[config.mk]
export PLATFORM = sky130hd
export DESIGN_NAME = xbus_cfg_fetch
export DESIGN_NICKNAME = d
export VERILOG_FILES = /design/src/rtl/xbus_pkg.sv /design/src/rtl/xbus_sync_fifo.sv /design/src/rtl/xbus_cfg_fetch.sv
export SDC_FILE = /design/constraint.sdc
export NUM_CORES = 1
export LEC_CHECK = 0
export ABC_AREA = 0
export CORE_ASPECT_RATIO = 2
export CORE_MARGIN = 2
export CORE_UTILIZATION = 40
export CTS_CLUSTER_SIZE = 12
export DETAILED_ROUTE_END_ITERATION = 7
export HOLD_SLACK_MARGIN = 0.1
export PLACE_DENSITY_LB_ADDON = 0.1
export SYNTH_ARGS = -nofsm -noshare
export SYNTH_HDL_FRONTEND = slang
export SYNTH_SLANG_ARGS = --single-unit
[constraint.sdc]
create_clock -name clk -period 2.8 [get_ports clk]
set_input_delay 0.84 -clock clk [delete_from_list [all_inputs] [get_ports clk]]
set_output_delay 0.84 -clock clk [all_outputs]
set_load 0.1 [all_outputs]
[src/rtl/xbus_pkg.sv]
// Shared xbus definitions: bus widths, byte-enable constant and the fetch master state encoding.
package xbus_pkg;

    localparam int XBUS_AW = 32;
    localparam int XBUS_DW = 32;
    localparam logic [3:0] XBUS_BE_ALL = 4'hF;

    typedef enum logic [1:0] {
        IDLE = 2'd0,
        REQ  = 2'd1,
        WAIT = 2'd2,
        FIN  = 2'd3
    } fetch_state_t;

endpackage

[src/rtl/xbus_sync_fifo.sv]
// Synchronous FIFO with registered storage; head word is read straight from the array (no bypass).
module xbus_sync_fifo #(
    parameter int WIDTH = 32,
    parameter int DEPTH = 4,
    parameter int CW    = $clog2(DEPTH) + 1
) (
    input  logic             clk,
    input  logic             rst,
    input  logic             push,
    input  logic [WIDTH-1:0] din,
    input  logic             pop,
    output logic [WIDTH-1:0] dout,
    output logic             valid,
    output logic [CW-1:0]    count
);
    localparam int AW = $clog2(DEPTH);

    logic [WIDTH-1:0] mem [DEPTH];
    logic [AW-1:0]    wr_ptr;
    logic [AW-1:0]    rd_ptr;
    logic             do_push;
    logic             do_pop;

    assign do_pop  = pop && (count != '0);
    // A push into a full FIFO is only legal when the head leaves in the same cycle.
    assign do_push = push && ((count != CW'(DEPTH)) || do_pop);

    always_ff @(posedge clk) begin
        if (rst) begin
            wr_ptr <= '0;
            rd_ptr <= '0;
            count  <= '0;
        end else begin
            if (do_push) begin
                mem[wr_ptr] <= din;
                wr_ptr      <= wr_ptr + AW'(1);
            end
            if (do_pop)
                rd_ptr <= rd_ptr + AW'(1);
            if (do_push && !do_pop)
                count <= count + CW'(1);
            else if (do_pop && !do_push)
                count <= count - CW'(1);
        end
    end

    assign dout  = mem[rd_ptr];
    assign valid = (count != '0);

endmodule

[src/rtl/xbus_cfg_fetch.sv]
// xbus read master: fetches word_count config words from base_addr, one transaction at a time,
// and streams them out of a small FIFO on a valid/ready port.
module xbus_cfg_fetch
    import xbus_pkg::*;
#(
    parameter int FIFO_DEPTH = 4,
    parameter int TIMEOUT    = 64,
    parameter int CNT_W      = 16
) (
    input  logic                 clk,
    input  logic                 rst,
    input  logic                 start,
    input  logic [XBUS_AW-1:0]   base_addr,
    input  logic [CNT_W-1:0]     word_count,
    output logic                 busy,
    output logic                 done,
    output logic                 error,
    output logic                 xbs_select,
    output logic [XBUS_AW-1:0]   xbs_addr,
    output logic [XBUS_DW-1:0]   xbs_data,
    output logic                 xbs_rnw,
    output logic [3:0]           xbs_be,
    input  logic                 sl_ack,
    input  logic [XBUS_DW-1:0]   sl_data,
    output logic [XBUS_DW-1:0]   m_data,
    output logic                 m_valid,
    input  logic                 m_ready
);
    localparam int FCW = $clog2(FIFO_DEPTH) + 1;
    localparam int TW  = (TIMEOUT > 1) ? $clog2(TIMEOUT) + 1 : 1;
    localparam logic [TW-1:0] TMAX = TW'((TIMEOUT > 0) ? TIMEOUT - 1 : 0);

    fetch_state_t         state, state_nxt;
    logic [XBUS_AW-1:0]   addr;
    logic [CNT_W-1:0]     remaining;
    logic [TW-1:0]        timer;
    logic [FCW-1:0]       fifo_count;
    logic                 push;
    logic                 timeout_hit;

    assign push = (state == WAIT) && sl_ack;

    always_comb begin
        state_nxt   = state;
        xbs_select  = 1'b0;
        done        = 1'b0;
        timeout_hit = 1'b0;
        case (state)
            IDLE: if (start) state_nxt = (word_count == '0) ? FIN : REQ;
            // Only request when the returning word is guaranteed a FIFO slot.
            REQ: if (fifo_count < FCW'(FIFO_DEPTH)) begin
                xbs_select = 1'b1;
                state_nxt  = WAIT;
            end
            WAIT: begin
                if (sl_ack)
                    state_nxt = (remaining == CNT_W'(1)) ? FIN : REQ;
                else if (TIMEOUT != 0 && timer == TMAX) begin
                    timeout_hit = 1'b1;
                    state_nxt   = FIN;
                end
            end
            FIN: begin
                done      = 1'b1;
                state_nxt = IDLE;
            end
            default: state_nxt = IDLE;
        endcase
    end

    always_ff @(posedge clk) begin
        if (rst) begin
            state     <= IDLE;
            addr      <= '0;
            remaining <= '0;
            timer     <= '0;
            error     <= 1'b0;
        end else begin
            state <= state_nxt;
            if (state == IDLE && start) begin
                addr      <= base_addr;
                remaining <= word_count;
                error     <= 1'b0;
            end
            if (state == REQ)
                timer <= '0;
            if (state == WAIT) begin
                if (sl_ack) begin
                    addr      <= addr + 32'd1;
                    remaining <= remaining - CNT_W'(1);
                end else begin
                    timer <= timer + TW'(1);
                end
            end
            if (timeout_hit)
                error <= 1'b1;
        end
    end

    assign busy     = (state != IDLE);
    assign xbs_addr = xbs_select ? addr : '0;
    assign xbs_be   = xbs_select ? XBUS_BE_ALL : 4'h0;
    assign xbs_data = '0;
    assign xbs_rnw  = 1'b1;

    xbus_sync_fifo #(
        .WIDTH (XBUS_DW),
        .DEPTH (FIFO_DEPTH),
        .CW    (FCW)
    ) u_fifo (
        .clk   (clk),
        .rst   (rst),
        .push  (push),
        .din   (sl_data),
        .pop   (m_valid && m_ready),
        .dout  (m_data),
        .valid (m_valid),
        .count (fifo_count)
    );

endmodule

==> results of run 1 <==
==> how the worst max path moves through the flow <==
| stage | endpoint | startpoint | slack (ns) | depth (start not counted) |
|---|---|---|---|---|
| after global placement | u_fifo.count[2]$_SDFFE_PP0P_ | sl_ack | -0.15 | 9 |
| after detailed placement | u_fifo.count[2]$_SDFFE_PP0P_ | sl_ack | -0.18 | 9 |
| after CTS | m_data[18] | flip-flop | 0.04 | 3 |
| after global routing | m_data[21] | flip-flop | 0.02 | 3 |
| after floorplan | xbs_addr[21] | state[1]$_SDFFE_PP0P_ | -0.76 | 3 |
| final | m_data[18] | flip-flop | 0.10 | 3 |
==> power groups by stage <==
| stage | Combinational [mW] | Clock [mW] | Sequential (mW) |
|---|---|---|---|
| finish | 3.17 | 2.50 | 3.33 |
| global route | 3.32 | 2.67 | 3.35 |
| CTS | 3.19 | 2.57 | 3.33 |
| detailed placement | 3.19 | 0 | 3.39 |
| global placement | 3.16 | 0 | 3.38 |
| floorplan | 2.13 | 0 | 3.35 |
==> cells by family after synthesis <==
family | after synthesis
flip-flops | 195
multiplexers | 37
AO/OA/AOI/OAI | 133
adder cells (fa/ha/maj) | 10
XOR/XNOR | 12
AND/OR/NAND/NOR | 249
other | 2
buffers and inverters | 88
==> layout make-up <==
class | instances | area (µm²)
Fill cell | 1836 | 9690
Inverter | 12 | 45.0
Multi-Input combinational cell | 474 | 3360
Sequential cell | 195 | 5190
Clock buffer | 17 | 425
Timing Repair Buffer | 198 | 2720
Tap cell | 276 | 345
Clock inverter | 15 | 183
==> worst max-delay path, cell delays in order, from the launching register on <==
cell and delay (ns):
dfxtp_2 0.34, buf_12 0.26, mux4_2 0.61, buf_12 0.20
==> metal layers <==
layer	up-vias	global-route usage, %
met1	3162	19.6
met5	-	0
met2	193	36.6
li1	3022	-
met3	45	5.34
met4	0	7.26
==> what timing repair did <==
item                                   4_1_cts  5_1_grt
setup buffers                                0        0
gates resized for setup                      0        1
setup endpoints to repair                    0       21
endpoints found under the hold margin        0        0
==> synth_stat cells, types with 3 or more instances <==
cell and count:
o311ai_0 4, nand3_1 20, a21oi_1 49, a211oi_1 3, buf_6 3, nand2b_1 4
nor3_1 18, mux4_2 32, o22ai_1 4, mux2i_1 3, buf_1 7, and2_1 35
nor2_1 53, a31oi_1 10, inv_1 12, nand2_1 50, dfxtp_1 67, xor2_1 11
and3_1 3, ha_1 9, o211ai_1 8, clkbuf_1 26, a22oi_1 12, edfxtp_1 128
a221oi_1 7, o21ai_0 19, nand4_1 17, buf_4 38, nor4_1 9, or2_2 4
or3_1 11
==> flip-flops by register name, indices dropped and copies added, names as in the netlist, named ones only <==
signal,count
u_fifo.mem,128
u_fifo.wr_ptr,2
remaining,16
state,2
timer,7
error,1
u_fifo.rd_ptr,2
u_fifo.count,3
addr,32
==> through the flow <==
| stage | utilization (%) | cells | hold slack, ns |
|---|---|---|---|
| 2_1_floorplan | - | 757 | 0.458 |
| 3_3_place_gp | 53.1 | 1155 | 0.458 |
| 3_5_place_dp | 53.1 | 1155 | 0.452 |
| 4_1_cts | 55.8 | 1187 | 0.470 |
| 5_1_grt | 55.9 | 1187 | 0.495 |
| 6_report | 55.9 | 1187 | 0.464 |
==> flow_summary.yaml, run 1 <==
synthesis:
  synth_top_family_by_area: "simple AND/OR/NAND/NOR gates"
  synth_edf_count: 128
  synthCells: 726
  async_flop_share_pct: 0
  synth.avg_cell_area_um2: 12.3
  synthXorXnorAreaFrac_pct: 1.18
  yosysUniqueCellTypes: 69
  netlist_area_mm2: 0.00890
  synth_area_leader_cell: "edfxtp_1"
  synth_seq_cells: 195
  yosys_warnings: 0
  synth-adder-area-share_pct: 1.49
  synth_compound_area_share_pct: 9.53
  yosys.area_share.simple_pct: 15.2
  ys_seq_area_share_pct: 58.2
  synth_mux_area_share_pct: 8.68
  synth_area_leaders: "edfxtp_1 (43%), dfxtp_1 (15%), mux4_2 (8.1%)"
  synth-main-ff-cell: "edfxtp_1"
  yosysTopAreaCellShare_pct: 43.2
place:
  post_dp_cell_area_mm2: 0.0117
  finalWeightedCongestion: 0.871
  portBuffers: 157
  dp_hpwl_mm: 16.0
  place_ws_ns: -0.180
power_and_ir_drop:
  pwr-share-comb_pct: 35.2
  seqPwrFrac_pct: 37.0
  fin_total_pwr_mw: 9.00
  p_sw_share_pct: 36.7
  pwr-share-clk_pct: 27.8
  leakagePower_nw: 4.28
  intPower_mw: 5.70
  powerDensity_mw_per_mm2: 733
  p_switching_mw: 3.30
  vdd.ir_drop.worst_mv: 0.665
critical_path:
  timing.rr.start: "addr[1]$_SDFF_PP0_"
  arrival_ns: 1.86
  crit_path_max_fanout: 32
  reg2reg_depth: 6
  r2r_end: "addr[18]$_SDFF_PP0_"
  rrSetupSlack_ns: 0.36
  endpoint_kind: "primary output"
  path_class: "flip-flop to primary output"
  worstPathRequired_ns: 1.96
  startpoint_type: "flip-flop"
detailed_routing:
  drcViolationCount: 0
  top_layer_used: "met4"
  firstDrtPassIters: 5
  wl_mm: 21.9
  met1_length_mm: 7.50
  vias_per_cell: 5.41
  met3_length_mm: 1.07
  wl_per_cell_um: 18.4
  drt_first_iter_violations: 292
  final_antenna_net_count: 0
  dr_wl_met2_mm: 12.7
  via_count: 6422
clock_tree:
  ctsHoldBuffers: 0
  clkLatencyLatePin_ns: 0.45
  clockBufferDepth: 2
  htree_levels: 4
  cts_buffers: 17
  clock-root-buffer: "clkbuf_16"
  cts_sinks: 195
  path_clk_slew_ns: 0.07
  cts_tree: "built"
timing:
  rsz0062_at_grt: "no"
  period_share_pct: 96.4
  fin_crit_ns: 2.70
  tightest_slew_ns: 0.718
  max_freq_mhz: 371
  final.setup_skew_ns: 0.0113
  setup_viol: 0
  hold_violations: 0
  maxSlewHeadroom_pct: 52.1
  slew_viol_final: 0
  final.setup.tns_ns: 0
  finalWorstSetupSlack_ns: 0.101
hold_path:
  hold_depth: 2
  min_path_type: "flip-flop to flip-flop"
  min_to: "error$_SDFFE_PP0P_"
  hp-start: "error$_SDFFE_PP0P_"
floorplan:
  die_w_um: 110
  rows: 77
  coreArea_mm2: 0.0220
  die_y_um: 215
  boundaryPins: 191
  die-area_mm2: 0.0235
  initial_core_util_pct: 40.5
grt:
  grt_pass1_wl_mm: 35.1
  antenna_found_initial: 0
  grt_use_total_pct: 19.4
  grt_pass1_vias: 6889
  grt_max_degree: 67
  globalRoute.totalOverflow: 0
finish:
  layout_commonest_cell: "edfxtp_1"
  most-common-layout-cells: "edfxtp_1 (128), clkdlybuf4s50_1 (83), buf_12 (82)"
  nNetsFinal: 993
  layout-drive-gt1-share_pct: 24.5
  n_antenna_cell: 0
  stdcell_area_mm2: 0.0123
  areaGrowthSynthToFinish_pct: 37.8
flow_run:
  drv_cap: 0
outcome:
  status: "completed"
Power figures use the tool's default switching activity.
==> run 2: changes to the inputs <==
--- a/config.mk
+++ b/config.mk
@@ -16,3 +16,4 @@
 export SYNTH_ARGS = -nofsm -noshare
 export SYNTH_HDL_FRONTEND = slang
 export SYNTH_SLANG_ARGS = --single-unit
+export TNS_END_PERCENT = 50
==> run 2 against run 1 <==
Net effect:
- clock power decreased by 2%
- non-clock buffer count unchanged
- combinational power about the same
==> flow_summary.yaml, run 2 (synthesis results as in run 1) <==
critical_path:
  slowest_delay_ns: 0.57
  critical_path.slowest_cell: "mux4_2"
  startpoint_type: "flip-flop"
  crit_top_cell: "buf_12"
  endpoint_kind: "primary output"
  timing.rr.start: "addr[1]$_SDFF_PP0_"
  worstPathRequired_ns: 1.96
  path_class: "flip-flop to primary output"
  worstPathCellList: "buf_12 -> mux4_2 -> buf_12"
  arrival_ns: 1.89
  crit_path_max_fanout: 20
floorplan:
  rows: 77
  initial_core_util_pct: 40.5
  die-area_mm2: 0.0235
  coreArea_mm2: 0.0220
  die_w_um: 110
  boundaryPins: 191
  die_y_um: 215
clock_tree:
  cts_buffers: 17
  cts_setup_buffers: 0
  clockBufferDepth: 2
  cts_sinks: 195
  clkLatencyLatePin_ns: 0.45
  ctsHoldBuffers: 0
  path_clk_slew_ns: 0.07
  htree_levels: 4
  clock-root-buffer: "clkbuf_16"
  cts_tree: "built"
finish:
  layout_commonest_cell: "edfxtp_1"
  n_antenna_cell: 0
  fin_util_pct: 55.8
  most-common-layout-cells: "edfxtp_1 (128), clkdlybuf4s50_1 (83), buf_12 (82)"
  areaGrowthSynthToFinish_pct: 37.6
  largest_register_ffs: 128
  nNetsFinal: 993
  top_regs: "u_fifo.mem: 128 flops, addr: 32 flops, remaining: 16 flops"
  regMostFlops: "u_fifo.mem"
  stdcell_area_mm2: 0.0123
  layout-drive-gt1-share_pct: 23.4
power_and_ir_drop:
  p_sw_share_pct: 36.4
  seqPwrFrac_pct: 37.4
  p_switching_mw: 3.26
  pwr-share-comb_pct: 35.1
  leakagePower_nw: 4.26
  intPower_mw: 5.68
  fin_total_pwr_mw: 8.94
  powerDensity_mw_per_mm2: 729
  pwr-share-clk_pct: 27.5
  vdd.ir_drop.worst_mv: 0.466
detailed_routing:
  final_antenna_net_count: 0
  firstDrtPassIters: 5
  wl_mm: 21.9
  drcViolationCount: 0
  wl_per_cell_um: 18.4
  via_count: 6388
  drt_first_iter_violations: 295
  vias_per_cell: 5.38
hold_path:
  hp-start: "error$_SDFFE_PP0P_"
  min_path_type: "flip-flop to flip-flop"
grt:
  globalRoute.totalOverflow: 0
  antenna_found_initial: 0
  grt_pass1_vias: 6742
  grt_max_degree: 67
  grt_pass1_wl_mm: 35.0
  grt_use_total_pct: 19.4
timing:
  rsz0062_at_grt: "yes"
  slew_viol_final: 0
  max_freq_mhz: 367
  setup_viol: 0
  period_share_pct: 97.3
  hold_violations: 0
  maxSlewHeadroom_pct: 51.5
  fin_crit_ns: 2.73
  tightest_slew_ns: 0.728
  final.setup_skew_ns: 0.0124
  final.setup.tns_ns: 0
place:
  finalWeightedCongestion: 0.816
  portBuffers: 157
  post_dp_cell_area_mm2: 0.0116
  dp_hpwl_mm: 15.7
outcome:
  status: "completed"
flow_run:
  drv_cap: 0
[run 2: per-stage QoR]
stage	hold WS (ns)	instances	setup slack, ns
2_1_floorplan	0.458	757	-0.760
3_3_place_gp	0.449	1155	-0.121
3_5_place_dp	0.450	1155	-0.180
4_1_cts	0.471	1187	0.0118
5_1_grt	0.504	1187	-0.0184
6_report	0.468	1187	0.0749
[run 2: critical path, delay by kind of cell (launching register included)]
kind / cells / cell delay (ns)
muxes: 1 / 0.57
DFF: 1 / 0.43
buffers and inverters: 2 / 0.41
[run 2: final cells by class]
type / count / area [µm²]
fillers: 1872 / 9710
flip-flops and latches: 195 / 5190
multi-input cells: 474 / 3350
repair buffers: 198 / 2720
clock buffers: 17 / 425
well taps: 276 / 345
clock inverters: 15 / 175
inverters: 12 / 45.0
[run 2: what timing repair did]
| action | in CTS | in global routing |
|---|---|---|
| gates resized for setup | 1 | 1 |
| endpoints found under the hold margin | 0 | 0 |
| setup endpoints to repair | 27 | 11 |
[run 2: final timing paths]
| check | end | slack [ns] | cells after the start |
|---|---|---|---|
| hold reg to reg | error$_SDFFE_PP0P_ | 0.47 | 2 |
| setup / recovery | m_data[25] | 0.07 | 3 |
| setup reg to reg | addr[30]$_SDFF_PP0_ | 0.49 | 6 |
| hold / removal | error$_SDFFE_PP0P_ | 0.47 | 2 |
[run 2: layer usage]
layer  GRT usage, %  part of all wire, %
met1           20.3                   36
met2           37.0                   58
met3           4.28                  4.8
met4           6.29                  1.6
met5              0                    0
[run 2: power groups by stage]
stage / logic [mW] / clock network, mW / registers, mW
detailed placement: 3.16 / 0 / 3.40
CTS: 3.17 / 2.53 / 3.34
floorplan: 2.13 / 0 / 3.35
global route: 3.29 / 2.63 / 3.36
global placement: 3.13 / 0 / 3.40
finish: 3.14 / 2.46 / 3.34
